==> src/rtl/framer_pkg.sv <==
// ---------------------------------------------------------------------------
// framer_pkg -- shared types and constants for the result framer.
//   SYNC_BYTE_DEFAULT : default first byte of every frame
//   HDR_BYTES         : header length in bytes (series_id + length)
//   state_t           : framer FSM states
//   record_t          : one buffered result, {ema, sma}
// ---------------------------------------------------------------------------
package framer_pkg;

    localparam logic [7:0]  SYNC_BYTE_DEFAULT = 8'hA5;
    localparam int unsigned HDR_BYTES         = 8;

    typedef enum logic [2:0] {
        IDLE     = 3'd0,
        SYNC     = 3'd1,
        SEQ      = 3'd2,
        HDR      = 3'd3,
        WAIT_REC = 3'd4,
        REC      = 3'd5,
        CSUM     = 3'd6
    } state_t;

    // Low half is SMA so that byte 0..3 of the record is the wire order.
    typedef struct packed {
        logic [15:0] ema;
        logic [15:0] sma;
    } record_t;

endpackage

==> src/rtl/result_fifo.sv <==
// ---------------------------------------------------------------------------
// result_fifo -- synchronous record FIFO with a registered read port.
//   clk, reset_n : clock, asynchronous active-low reset
//   push, wdata  : write request and record; ignored when full
//   pop, rdata   : read request; rdata updates on the edge that pops
//   level        : records currently stored
//   full, empty  : status decoded from the registered level
// DEPTH must be a power of two so the pointers wrap naturally.
// ---------------------------------------------------------------------------
module result_fifo
    import framer_pkg::*;
#(
    parameter int unsigned DEPTH = 16
) (
    input  logic                         clk,
    input  logic                         reset_n,
    input  logic                         push,
    input  logic                         pop,
    input  logic [31:0]                  wdata,
    output logic [31:0]                  rdata,
    output logic [$clog2(DEPTH+1)-1:0]   level,
    output logic                         full,
    output logic                         empty
);

    localparam int unsigned AW = $clog2(DEPTH);
    localparam int unsigned LW = $clog2(DEPTH + 1);

    logic [31:0]   mem_r [DEPTH];
    logic [AW-1:0] wr_ptr_r;
    logic [AW-1:0] rd_ptr_r;
    logic [LW-1:0] level_r;
    logic [31:0]   rdata_r;
    logic          wr_en_s;
    logic          rd_en_s;

    assign full    = (level_r == LW'(DEPTH));
    assign empty   = (level_r == {LW{1'b0}});
    assign wr_en_s = push & ~full;
    assign rd_en_s = pop & ~empty;
    assign level   = level_r;
    assign rdata   = rdata_r;

    // Storage array; contents need no reset since level gates every read.
    always_ff @(posedge clk) begin
        if (wr_en_s) begin
            mem_r[wr_ptr_r] <= wdata;
        end
    end

    // Pointers, occupancy and the registered read data.
    always_ff @(posedge clk or negedge reset_n) begin
        if (!reset_n) begin
            wr_ptr_r <= {AW{1'b0}};
            rd_ptr_r <= {AW{1'b0}};
            level_r  <= {LW{1'b0}};
            rdata_r  <= 32'h0000_0000;
        end else begin
            if (wr_en_s) begin
                wr_ptr_r <= wr_ptr_r + AW'(1);
            end
            if (rd_en_s) begin
                rd_ptr_r <= rd_ptr_r + AW'(1);
                rdata_r  <= mem_r[rd_ptr_r];
            end
            case ({wr_en_s, rd_en_s})
                2'b10:   level_r <= level_r + LW'(1);
                2'b01:   level_r <= level_r - LW'(1);
                default: level_r <= level_r;
            endcase
        end
    end

endmodule

==> src/rtl/result_framer.sv <==
// ---------------------------------------------------------------------------
// result_framer -- buffers SMA/EMA results and sends one checksummed frame
// per series over a byte-wide UART transmit interface.
//   clk, reset_n            : clock, asynchronous active-low reset
//   frame_start             : opens a frame (honoured only when idle)
//   series_id_in, length_in : header fields latched on frame_start
//   res_valid, sma_in, ema_in : result strobe and values
//   tx_ready                : transmitter can take a byte
//   tx_send, tx_data        : one-cycle byte strobe and the byte
//   busy                    : a frame is in progress
//   overflow                : sticky, a result was dropped on a full FIFO
//   fifo_level              : buffered records
// Frame: SYNC, [SEQ], id[4], length[4], length x {sma, ema}, CSUM (LE).
// Optional macro FRAMER_SEQ_EN adds an 8-bit frame sequence byte after SYNC.
// ---------------------------------------------------------------------------
module result_framer
    import framer_pkg::*;
#(
    parameter int unsigned DEPTH     = 16,
    parameter logic [7:0]  SYNC_BYTE = SYNC_BYTE_DEFAULT
) (
    input  logic                       clk,
    input  logic                       reset_n,
    input  logic                       frame_start,
    input  logic [31:0]                series_id_in,
    input  logic [31:0]                length_in,
    input  logic                       res_valid,
    input  logic [15:0]                sma_in,
    input  logic [15:0]                ema_in,
    input  logic                       tx_ready,
    output logic                       tx_send,
    output logic [7:0]                 tx_data,
    output logic                       busy,
    output logic                       overflow,
    output logic [$clog2(DEPTH+1)-1:0] fifo_level
);

    localparam logic [2:0] HDR_LAST = 3'(HDR_BYTES - 1);

    state_t      state_r;
    logic [31:0] id_r;
    logic [31:0] len_r;
    logic [31:0] rec_cnt_r;
    logic [2:0]  hdr_idx_r;
    logic [1:0]  rec_idx_r;
    logic [7:0]  csum_r;
    logic        tx_send_r;
    logic [7:0]  tx_data_r;
    logic        busy_r;
    logic        overflow_r;
`ifdef FRAMER_SEQ_EN
    logic [7:0]  seq_r;
`endif

    record_t     wr_rec_s;
    record_t     rd_rec_s;
    logic [31:0] rd_word_s;
    logic [63:0] hdr_word_s;
    logic        fifo_full_s;
    logic        fifo_empty_s;
    logic        pop_s;
    logic        send_ok_s;
    logic        start_ok_s;
    logic [7:0]  byte_s;

    assign wr_rec_s   = '{ema: ema_in, sma: sma_in};
    assign rd_rec_s   = record_t'(rd_word_s);
    assign hdr_word_s = {len_r, id_r};
    // The cycle after a send is a guard cycle, hence the tx_send_r term.
    assign send_ok_s  = tx_ready & ~tx_send_r;
    assign start_ok_s = frame_start & (state_r == IDLE);
    // The head record is popped once per WAIT_REC visit; it stays in rdata during REC.
    assign pop_s      = (state_r == WAIT_REC) & ~fifo_empty_s;

    assign tx_send    = tx_send_r;
    assign tx_data    = tx_data_r;
    assign busy       = busy_r;
    assign overflow   = overflow_r;

    result_fifo #(.DEPTH(DEPTH)) u_fifo (
        .clk     (clk),
        .reset_n (reset_n),
        .push    (res_valid),
        .pop     (pop_s),
        .wdata   (wr_rec_s),
        .rdata   (rd_word_s),
        .level   (fifo_level),
        .full    (fifo_full_s),
        .empty   (fifo_empty_s)
    );

    // Byte offered in the current state.
    always_comb begin
        byte_s = 8'h00;
        case (state_r)
            SYNC:    byte_s = SYNC_BYTE;
`ifdef FRAMER_SEQ_EN
            SEQ:     byte_s = seq_r;
`endif
            HDR:     byte_s = hdr_word_s[{hdr_idx_r, 3'b000} +: 8];
            REC:     byte_s = rd_rec_s[{rec_idx_r, 3'b000} +: 8];
            CSUM:    byte_s = csum_r;
            default: byte_s = 8'h00;
        endcase
    end

    // Framing FSM with registered outputs and the sticky overflow flag.
    always_ff @(posedge clk or negedge reset_n) begin
        if (!reset_n) begin
            state_r    <= IDLE;
            id_r       <= 32'h0000_0000;
            len_r      <= 32'h0000_0000;
            rec_cnt_r  <= 32'h0000_0000;
            hdr_idx_r  <= 3'd0;
            rec_idx_r  <= 2'd0;
            csum_r     <= 8'h00;
            tx_send_r  <= 1'b0;
            tx_data_r  <= 8'h00;
            busy_r     <= 1'b0;
            overflow_r <= 1'b0;
`ifdef FRAMER_SEQ_EN
            seq_r      <= 8'h00;
`endif
        end else begin
            tx_send_r  <= 1'b0;
            // A drop in the same cycle as the clearing start is still recorded.
            overflow_r <= (overflow_r & ~start_ok_s) | (res_valid & fifo_full_s);
            case (state_r)
                IDLE: begin
                    if (frame_start) begin
                        id_r      <= series_id_in;
                        len_r     <= length_in;
                        csum_r    <= 8'h00;
                        rec_cnt_r <= 32'h0000_0000;
                        hdr_idx_r <= 3'd0;
                        rec_idx_r <= 2'd0;
                        busy_r    <= 1'b1;
                        state_r   <= SYNC;
                    end
                end
                SYNC: begin
                    if (send_ok_s) begin
                        tx_send_r <= 1'b1;
                        tx_data_r <= byte_s;
`ifdef FRAMER_SEQ_EN
                        state_r   <= SEQ;
`else
                        state_r   <= HDR;
`endif
                    end
                end
`ifdef FRAMER_SEQ_EN
                SEQ: begin
                    if (send_ok_s) begin
                        tx_send_r <= 1'b1;
                        tx_data_r <= byte_s;
                        csum_r    <= csum_r ^ byte_s;
                        state_r   <= HDR;
                    end
                end
`endif
                HDR: begin
                    if (send_ok_s) begin
                        tx_send_r <= 1'b1;
                        tx_data_r <= byte_s;
                        csum_r    <= csum_r ^ byte_s;
                        hdr_idx_r <= hdr_idx_r + 3'd1;
                        if (hdr_idx_r == HDR_LAST) begin
                            state_r <= (len_r != 32'h0000_0000) ? WAIT_REC : CSUM;
                        end
                    end
                end
                WAIT_REC: begin
                    if (!fifo_empty_s) begin
                        rec_idx_r <= 2'd0;
                        state_r   <= REC;
                    end
                end
                REC: begin
                    if (send_ok_s) begin
                        tx_send_r <= 1'b1;
                        tx_data_r <= byte_s;
                        csum_r    <= csum_r ^ byte_s;
                        rec_idx_r <= rec_idx_r + 2'd1;
                        if (rec_idx_r == 2'd3) begin
                            rec_cnt_r <= rec_cnt_r + 32'd1;
                            state_r   <= ((rec_cnt_r + 32'd1) == len_r) ? CSUM : WAIT_REC;
                        end
                    end
                end
                CSUM: begin
                    if (send_ok_s) begin
                        tx_send_r <= 1'b1;
                        tx_data_r <= byte_s;
                        busy_r    <= 1'b0;
                        state_r   <= IDLE;
`ifdef FRAMER_SEQ_EN
                        seq_r     <= seq_r + 8'd1;
`endif
                    end
                end
                default: begin
                    busy_r  <= 1'b0;
                    state_r <= IDLE;
                end
            endcase
        end
    end

endmodule

==> config.mk <==
export PLATFORM = sky130hd
export DESIGN_NAME = result_framer
export DESIGN_NICKNAME = d
export VERILOG_FILES = /design/src/rtl/framer_pkg.sv /design/src/rtl/result_fifo.sv /design/src/rtl/result_framer.sv
export SDC_FILE = /design/constraint.sdc
export NUM_CORES = 1
export LEC_CHECK = 0
export ABC_AREA = 1
export CELL_PAD_IN_SITES_DETAIL_PLACEMENT = 1
export CELL_PAD_IN_SITES_GLOBAL_PLACEMENT = 2
export CORE_MARGIN = 4
export CORE_UTILIZATION = 41
export CTS_BUF_LIST = sky130_fd_sc_hd__clkbuf_4
export CTS_CLUSTER_SIZE = 40
export DETAILED_ROUTE_END_ITERATION = 16
export GPL_ROUTABILITY_DRIVEN = 1
export MAX_ROUTING_LAYER = met4
export PLACE_DENSITY_LB_ADDON = 0.15
export SETUP_SLACK_MARGIN = 0.1
export SYNTH_ARGS = -nofsm -noshare
export SYNTH_HDL_FRONTEND = slang
export SYNTH_SLANG_ARGS = --single-unit
==> constraint.sdc <==
create_clock -name clk -period 4.6 [get_ports clk]
set_input_delay 0.46 -clock clk [delete_from_list [all_inputs] [get_ports clk]]
set_output_delay 0.46 -clock clk [all_outputs]
set_load 0.02 [all_outputs]
==> key figures <==
Clocking
  • CTS tree: done
  • # H-tree levels: 4
  • Max Buffers Root-to-Sink: 3
  • CTS clk-pin slew, worst paths: 0.07 ns
  • Clock Latency Late Sink: 1.03 ns
  • Clock Tree Root: clkbuf_4
  • Inserted Clock Buffers: 184
  • # clock sinks: 680

Setup path
  • CP peak stage delay: 0.53 ns
  • Worst setup EP type: flip-flop
  • Crit Path Class: flip-flop to flip-flop
  • WP data arrival: 4.04 ns
  • Startpoint Class: flip-flop
  • Worst-path fanout max: 16
  • Crit path cell chain: nor4_1, nand2_1, nand2_1, inv_2, ha_1, ha_1, nand2_1, nor2_1, a211oi_1, nand2_1, nand2_1, nor2_1, xor2_1
  • Most used cell, CP: nand2_1
  • CP max-delay cell: nand2_1
  • Data required time of the worst path: 5.47 ns

Worst hold path
  • Min-delay worst type: input port to asynchronous set/reset pin

Global routing
  • Largest net degree at the start of global routing: 101
  • Global route overflow: 0
  • First-pass GRT wire length: 139 mm
  • GRT Overall Usage: 25.0%
  • Initial antenna violation count: 2
  • Vias in the first global route: 23.7k

Routing
  • Routed length per instance: 22.7 um
  • Number of routed nets with antenna violations: 0
  • DR iter-0 viols: 1622
  • Routed WL: 90.8 mm
  • Via Count: 21.8k
  • Pre-antenna DRT Iters: 5
  • Vias per cell: 5.46
  • DRC Markers: 0

STA
  • Hold Fails Final Rpt: 0
  • Fmax: about 0.32 GHz
  • Worst Skew: 0.0581 ns
  • Period utilization: 68.9%
  • Rel. slew slack: approximately 14%
  • Max Slew Vio Count: 0
  • Worst-Margin Slew: about 1.3 ns
  • RSZ-0062 raised after global routing: no
  • Setup total negative slack: 0 ns
  • Final setup fails: 0
  • Final worst path period need: 3.17 ns

Synth
  • Synth Net Count: between 2k and 3k
  • EDFF count, synth: 512
  • Synth area leader: edfxtp_1
  • Sequential area share after synthesis: 67.4%
  • Syn Inst Count: 2693
  • Post-synthesis cell area: 29000 sq um
  • Asr flop ratio synth: between 20% and 30%
  • Synth top area cells: edfxtp_1 53%, dfrtp_1 14%, o21ai_0 7.4%, nor2_1 5.4%, nand2_1 5.1%
  • Synth top area share: around 53%
  • Synth Register Bits: 680
  • Most common cell in the netlist: edfxtp_1
  • Post-synth top cells: 512 x edfxtp_1, 432 x o21ai_0, 415 x nor2_1, 395 x nand2_1, 178 x o22ai_1
  • Top_reg_cell synth: edfxtp_1
  • Syn Area/Cell: 10.8 sq um
  • Warnings from Yosys: 0
  • Distinct cells, synth: 42

Run status
  • Status: completed

Die
  • Die height: 274 um
  • Initial core utilization: just over 40%
  • CORE AREA: 70100 sq um
  • I/O pins: 117
  • Die ar.: 75200 sq um
  • Die Wd: about 270 um
  • FP Rows: 97

Power
  • NetSw: between 8 and 9 mW
  • Seq pwr share: 40.9%
  • Clock power share: 25.5%
  • Pint: 12.3 mW
  • Logic gate share of total power: 33.6%
  • Leakage: 12.4 nW
  • PD cells: between 600 and 700 nW/um^2
  • Sw frac: 39.7%
  • Max VDD drop: just over 300 uV

Place
  • Final HPWL DP: between 50 and 60 mm
  • DP Cell Count: 3640
  • I/O Buffers: 116
  • Placer Congestion: approximately 0.82

Final layout
  • Final #Nets: 3041
  • Area growth syn-to-layout: 16.9%
  • Non-Filler Instances: 3998
  • Layout cell share with drive strength beyond 1: 12.7%
  • Filler cell count: 7670

Flow run
  • MaxCap Viol Count: 0
sequential cells by signal, summed over array words and instances (netlist names):
signal	flops
busy	1
csum_r	8
hdr_idx_r	3
id_r	32
len_r	32
overflow	1
rec_cnt_r	32
rec_idx_r	2
state_r	3
tx_data	8
tx_send	1
u_fifo.level	5
u_fifo.mem_r	512
u_fifo.rd_ptr_r	4
u_fifo.rdata	32
u_fifo.wr_ptr_r	4
per-layer routing:
metal  vias up  GRT usage, %  wire length (um)
met1     10900          30.0             37900
met4         0          10.5              3320
met3       184          4.74              4520
met5         -             -                 0
li1      10100             -                 -
met2       602          41.7             45100
path summary, 6_finish.rpt:
check,cells past startpoint,end,start,slack [ns]
worst max register to register,13,u_fifo.level[4],u_fifo.level[0],1.43
worst min register to register,2,id_r[18],id_r[18],0.48
max in group asynchronous,3,state_r[0],reset_n,3.39
min in group clk,3,id_r[9],series_id_in[9],0.09
worst max-delay path,13,u_fifo.level[4],u_fifo.level[0],1.43
worst min-delay path,2,rec_cnt_r[30],reset_n,0.08
critical path, delay by kind of cell (launching register included):
kind,cells,cell delay [ns]
AND/OR/NAND/NOR,8,1.54
adder cells (fa/ha/maj),2,0.61
flip-flops,1,0.43
AO/OA/AOI/OAI,1,0.24
XOR/XNOR,1,0.14
buffers and inverters,1,0.08
placed cells by master, fill, tap and decap left out, types with 40 or more instances in the layout:
master	n
o21ai_0	432
dlygate4sd3_1	40
nor2_1	399
nand3_1	89
o22ai_1	178
clkbuf_4	267
edfxtp_1	512
nand2_1	395
inv_1	142
clkdlybuf4s50_1	115
dfrtp_1	165
a21oi_1	48
through the flow:
step / util, % / hold WS, ns / cell area [sq um] / total power [mW] / setup slack [ns]
4_1_cts: 48.4 / 0.00000422 / 33900 / 20.6 / 1.40
6_report: 48.4 / 0.0772 / 34000 / 20.4 / 1.43
2_1_floorplan: - / 0.164 / 29000 / 12.4 / 1.76
5_1_grt: 48.4 / 0.00300 / 34000 / 21.8 / 1.17
3_3_place_gp: 44.6 / 0.463 / 31300 / 15.1 / 1.44
3_5_place_dp: 44.6 / 0.463 / 31300 / 15.3 / 1.37
power by group through the flow:
stage / Clock, mW / Sequential [mW] / Combinational [mW]
after global routing: 5.76 / 8.44 / 7.62
after detailed placement: 0 / 8.46 / 6.85
after floorplan: 0 / 8.15 / 4.29
final: 5.21 / 8.35 / 6.85
after CTS: 5.37 / 8.35 / 6.91
after global placement: 0 / 8.43 / 6.67
final cells by class:
| cell class | count | area, sq um | area share [%] |
|---|---|---|---|
| antenna | 6 | 15.0 | 0.0442 |
| clock buffer | 267 | 2000 | 5.90 |
| clock inverter | 45 | 218 | 0.641 |
| inverter | 153 | 582 | 1.71 |
| multi-input combinational | 1713 | 8410 | 24.8 |
| sequential | 680 | 19600 | 57.7 |
| tap | 940 | 1180 | 3.46 |
| timing repair buffer | 194 | 1960 | 5.77 |
repair_timing:
item,in CTS,in global routing
hold buffers,40,0
buffers inserted,0,0
resized for setup,0,0
endpoints found under the hold margin,113,0
logic make-up after synthesis:
| group | share of synthesized area [%] |
|---|---|
| mux | 0.310 |
| flops | 67.4 |
| simple gates | 13.5 |
| compound gates | 13.5 |
| buf+inv | 4.04 |
| xor+xnor | 0.638 |
| fa+ha+maj | 0.629 |
Power figures use the tool's default switching activity.
